==> src/rtl/imem_loader_pkg.sv <==
// Shared definitions for the instruction memory loader and the fetch stage.
package imem_loader_pkg;

  localparam int unsigned IMEM_DEPTH  = 32;
  localparam int unsigned IMEM_ADDR_W = 5;

  // RV32I addi x0,x0,0
  localparam logic [31:0] NOP_INSTR = 32'h00000013;

  typedef enum logic [1:0] {
    ST_IDLE = 2'd0,
    ST_LOAD = 2'd1,
    ST_DONE = 2'd2
  } state_e;

endpackage

==> src/rtl/byte_packer.sv <==
// Packs accepted bytes little-endian into 32-bit words.
// word_data is the assembly register merged with the byte being accepted this cycle;
// lanes above the current one are always zero because the register clears on each word.
module byte_packer (
  input  logic        clk,
  input  logic        reset,
  input  logic        clear,
  input  logic        byte_en,
  input  logic [7:0]  byte_data,
  input  logic        byte_last,
  output logic        word_valid,
  output logic [31:0] word_data
);

  logic [1:0]  lane_q;
  logic [31:0] asm_q;

  // Merge the incoming byte into its lane and flag a completed word.
  always_comb begin
    word_data = asm_q;
    unique case (lane_q)
      2'd0: word_data[7:0]   = byte_data;
      2'd1: word_data[15:8]  = byte_data;
      2'd2: word_data[23:16] = byte_data;
      2'd3: word_data[31:24] = byte_data;
      default: word_data = asm_q;
    endcase
    word_valid = byte_en && ((lane_q == 2'd3) || byte_last);
  end

  // Lane counter and assembly register; cleared at load start and after each word.
  always_ff @(posedge clk or posedge reset) begin
    if (reset) begin
      lane_q <= 2'd0;
      asm_q  <= 32'd0;
    end else if (clear) begin
      lane_q <= 2'd0;
      asm_q  <= 32'd0;
    end else if (byte_en) begin
      lane_q <= lane_q + 2'd1;
      asm_q  <= word_valid ? 32'd0 : word_data;
    end
  end

endmodule

==> src/rtl/imem_loader.sv <==
// Instruction memory with a byte-stream writer and a combinational fetch read port.
// core_hold stalls the fetch stage while a load is in flight.
module imem_loader
  import imem_loader_pkg::*;
#(
  parameter int unsigned DEPTH  = IMEM_DEPTH,
  parameter int unsigned ADDR_W = IMEM_ADDR_W,
  parameter logic [31:0] NOP    = NOP_INSTR
) (
  input  logic              clk,
  input  logic              reset,
  input  logic              load_start,
  input  logic              byte_valid,
  input  logic [7:0]        byte_data,
  input  logic              byte_last,
  output logic              byte_ready,
  output logic              load_busy,
  output logic              load_done,
  output logic [ADDR_W:0]   load_count,
  output logic              core_hold,
  input  logic [31:0]       fetch_addr,
  output logic [31:0]       fetch_instr
);

  state_e            state_q;
  logic [ADDR_W-1:0] wptr_q;
  logic [ADDR_W:0]   count_q;
  logic [31:0]       mem_q [DEPTH];

  logic              byte_accept;
  logic              start_ok;
  logic              last_word;
  logic              word_valid;
  logic [31:0]       word_data;
  logic [ADDR_W-1:0] fetch_idx;
  logic              unused_fetch_bits;

  assign byte_ready  = (state_q == ST_LOAD);
  assign load_busy   = (state_q == ST_LOAD);
  assign load_done   = (state_q == ST_DONE);
  assign core_hold   = load_busy;
  assign load_count  = count_q;

  assign byte_accept = byte_valid && byte_ready;
  assign start_ok    = (state_q == ST_IDLE) && load_start;
  assign last_word   = (wptr_q == ADDR_W'(DEPTH - 1));

  byte_packer u_byte_packer (
    .clk        (clk),
    .reset      (reset),
    .clear      (start_ok),
    .byte_en    (byte_accept),
    .byte_data  (byte_data),
    .byte_last  (byte_last),
    .word_valid (word_valid),
    .word_data  (word_data)
  );

  // Load sequencing: word pointer, word count and state.
  always_ff @(posedge clk or posedge reset) begin
    if (reset) begin
      state_q <= ST_IDLE;
      wptr_q  <= '0;
      count_q <= '0;
    end else begin
      unique case (state_q)
        ST_IDLE: begin
          if (load_start) begin
            state_q <= ST_LOAD;
            wptr_q  <= '0;
            count_q <= '0;
          end
        end
        ST_LOAD: begin
          if (word_valid) begin
            wptr_q  <= wptr_q + 1'b1;
            count_q <= count_q + 1'b1;
            // Full memory ends the load even without byte_last.
            if (byte_last || last_word) begin
              state_q <= ST_DONE;
            end
          end
        end
        ST_DONE: state_q <= ST_IDLE;
        default: state_q <= ST_IDLE;
      endcase
    end
  end

  // Memory array; reset refills every entry with NOP so an aborted load leaves no code.
  always_ff @(posedge clk or posedge reset) begin
    if (reset) begin
      for (int i = 0; i < int'(DEPTH); i++) begin
        mem_q[i] <= NOP;
      end
    end else if (word_valid) begin
      mem_q[wptr_q] <= word_data;
    end
  end

  // Word-indexed fetch read; masked to NOP while the image is only partially written.
  always_comb begin
    fetch_idx   = fetch_addr[ADDR_W+1:2];
    fetch_instr = load_busy ? NOP : mem_q[fetch_idx];
  end

  assign unused_fetch_bits = ^{fetch_addr[31:ADDR_W+2], fetch_addr[1:0]};

endmodule

==> config.mk <==
export PLATFORM = sky130hd
export DESIGN_NAME = imem_loader
export DESIGN_NICKNAME = d
export VERILOG_FILES = /design/src/rtl/imem_loader_pkg.sv /design/src/rtl/byte_packer.sv /design/src/rtl/imem_loader.sv
export SDC_FILE = /design/constraint.sdc
export NUM_CORES = 2
export LEC_CHECK = 0
export ABC_AREA = 1
export CAP_MARGIN = 15
export CORE_ASPECT_RATIO = 1.5
export CORE_UTILIZATION = 57
export CTS_BUF_LIST = sky130_fd_sc_hd__clkbuf_4 sky130_fd_sc_hd__clkbuf_8 sky130_fd_sc_hd__clkbuf_16
export CTS_CLUSTER_DIAMETER = 100
export DETAILED_ROUTE_END_ITERATION = 12
export PLACE_DENSITY = 0.73
export RECOVER_POWER = 100
export SLEW_MARGIN = 20
export SYNTH_ARGS = -nofsm -noshare
export SYNTH_HDL_FRONTEND = slang
export SYNTH_SLANG_ARGS = --single-unit
==> constraint.sdc <==
create_clock -name clk -period 33 [get_ports clk]
set_input_delay 3.3 -clock clk [delete_from_list [all_inputs] [get_ports clk]]
set_output_delay 3.3 -clock clk [all_outputs]
set_load 0.005 [all_outputs]
==> impl_metrics.yaml <==
min_path:
  min_path_type: "reg2reg"
yosys:
  synth_top_cells_by_count: "2357 x nand2_1, 1055 x o21ai_0, 975 x dfrtp_1"
  synth-edff-count: 0
  ys.flop_type: "dfrtp_1"
  syn_nets: 6240
  synth_top_area_share_pct: 49.62
  synth_seq_cells: 1071
  synth.avg_cell_area_um2: 7.950
  ys_warn_count: 0
  synth_seq_area_share_pct: 54.75
  syn_inst: 6185
  yosysUniqueCellTypes: 31
  synth_area_leaders: "dfrtp_1 50%, nand2_1 18%, o21ai_0 11%"
  synth.most_common_cell: "nand2_1"
  netlist_area_um2: 49170
  yosys.area.top_type: "dfrtp_1"
  async_flop_share_pct: 100.0
clocking:
  cts.path.max_buffers: 3
  cts_buffers: 98
  tritoncts: "yes"
  cts-root-buf: "clkbuf_16"
  cts.clk_slew.worst_paths_ns: 0.06
  clk_latency_ns: 0.70
  ctsHoldBuffers: 0
  cts_htree_levels: 3
  clock_sinks: 1071
  cts_resized: 0
  post-cts-setup-buffer-count: 0
timing:
  setup_violations: 0
  finalClockSkew_ns: 0.02165
  setup_ws_ns: 13.87
  max-slew-margin-rel_pct: -441.5
  whs_ns: 0.4805
  tightest_slew_ns: 8.123
  max_freq_ghz: 0.05229
  hold_violations: 0
  rsz0062_at_grt: "no"
  fin_tns_setup_ns: 0
  post-route-period-util_pct: 57.96
  drv_slew: 3095
  min_period_ns: 19.13
status:
  violations: "max-capacitance violations, max-slew violations"
  status: "complete, but fails checks"
place:
  dp_worst_setup_slack_ns: 21.91
  dp_hpwl_um: 70310
  port_buffers: 59
  place_congestion: 0.7858
  placed_cell_area_um2: 49960
floorplan:
  die_x_um: 241.8
  core_um2: 85230
  io_pins: 87
  rows: 131
  die_area_um2: 87470
  start_util_pct: 57.69
  die_h_um: 361.7
grt:
  track_usage_pct: 33.22
  first_global_vias: 39886
  antenna_found_initial: 2
  grt_max_degree: 217
  grt_pass1_wl_um: 226800
  overflow: 0
routing:
  first_iter_violations: 4539
  via_count: 41953
  routed_wl_um: 144100
  drc: 0
  vias_per_cell: 5.913
  wl_per_cell_um: 20.31
  drtPass1Iterations: 6
  ant_nets: 0
pwr:
  p_per_area_nw_per_um2: 64.55
  vdd_drop_max_uv: 50.99
  swShare_pct: 31.58
  p_leak_nw: 23.63
  p_switching_mw: 1.081
  internal_power_mw: 2.341
  combPwrFrac_pct: 19.9
  seq_power_share_pct: 44.6
  p_clk_share_pct: 35.5
finish:
  final_net_count: 5937
  n_antenna_cell: 0
  synthToLayoutAreaGrowth_pct: 7.784
  fillers: 7477
  design_area_um2: 53000
  drive_gt1_share_pct: 6.069
setup_path:
  endpoint_kind: "output port"
  cp.arrival_ns: 15.83
  worst-path-max-fanout: 153
  required_ns: 29.70
  crit_type: "in2out"
  crit_path_start_kind: "input port"
run:
  cap_viol_max_count: 53
[worst max-delay path, cell delays in order]
cell and delay [ns]:
clkbuf_1 3.22, clkinvlp_2 6.17, buf_12 1.31, nand3_1 0.24, nand2_1 0.07, nand2_1 0.07, nand2_1 0.07, nor2_1 0.13
nor2_1 0.05, nor2_1 0.36, dlygate4sd3_1 0.65
[state kept, by name, summed over array words and instances (netlist names)]
register and flops:
mem_q 1024, u_byte_packer.asm_q 32, wptr_q 5, state_q 2, u_byte_packer.lane_q 2, load_count 6
[metrics by stage]
stage	power (mW)	util, %	instances
detailed placement	2.220	58.61	6910
finish	3.421	62.18	7095
global placement	2.202	58.58	6910
global route	3.571	62.18	7095
CTS	3.427	62.68	7093
floorplan	1.996	-	6185
[area by class of cell]
cell class | count | area (um2) | share of cell area (%)
tap | 1130 | 1414 | 2.668
timing repair buffer | 129 | 1030 | 1.943
clock inverter | 31 | 365.4 | 0.6894
clock buffer | 152 | 3103 | 5.855
sequential | 1071 | 26920 | 50.80
inverter | 92 | 362.8 | 0.6847
multi-input combinational | 4490 | 19800 | 37.36
[path summary, 6_finish.rpt]
| check | from | end | slack [ns] | cells past startpoint |
|---|---|---|---|---|
| min in group asynchronous | reset | mem_q[856] | 3.44 | 2 |
| min reg2reg | mem_q[858] | mem_q[858] | 0.48 | 2 |
| max | fetch_addr[3] | fetch_instr[22] | 13.87 | 11 |
| max reg2reg | state_q[1] | mem_q[825] | 26.18 | 9 |
| max in group asynchronous | reset | mem_q[830] | 13.99 | 7 |
| min | mem_q[858] | mem_q[858] | 0.48 | 2 |
[layer usage]
layer  vias up  share of wire, %  track usage, %
met3       352               7.9           4.758
met5         -                 0               0
met2      1712                47           55.72
met1     20387                40           43.54
li1      19502                 -               -
met4         0               4.2           13.38
[logic make-up after synthesis]
kind of cell,Yosys count,share of synthesized area [%]
XOR/XNOR,2,0.03563
AO/OA/AOI/OAI,1186,12.27
AND/OR/NAND/NOR,3292,27.62
flip-flops,1071,54.75
adder cells (fa/ha/maj),10,0.2545
buffers and inverters,624,5.069
[power groups by stage]
stage | registers, mW | logic [mW] | clock network (mW)
2_1_floorplan | 1.54 | 0.460 | 0
3_3_place_gp | 1.54 | 0.662 | 0
3_5_place_dp | 1.54 | 0.675 | 0
4_1_cts | 1.52 | 0.680 | 1.22
5_1_grt | 1.54 | 0.757 | 1.27
6_report | 1.53 | 0.682 | 1.21
[placed cells by master, fill, tap and decap left out, types with 35 or more instances in the layout]
master            n
inv_1            83
nand2_1        2369
dfstp_2          96
nand3_1         689
buf_4            35
nor2_1          203
dfrtp_1         975
clkbuf_16       102
o21ai_0        1092
dlygate4sd3_1    40
(Power assumes the default switching activity.)
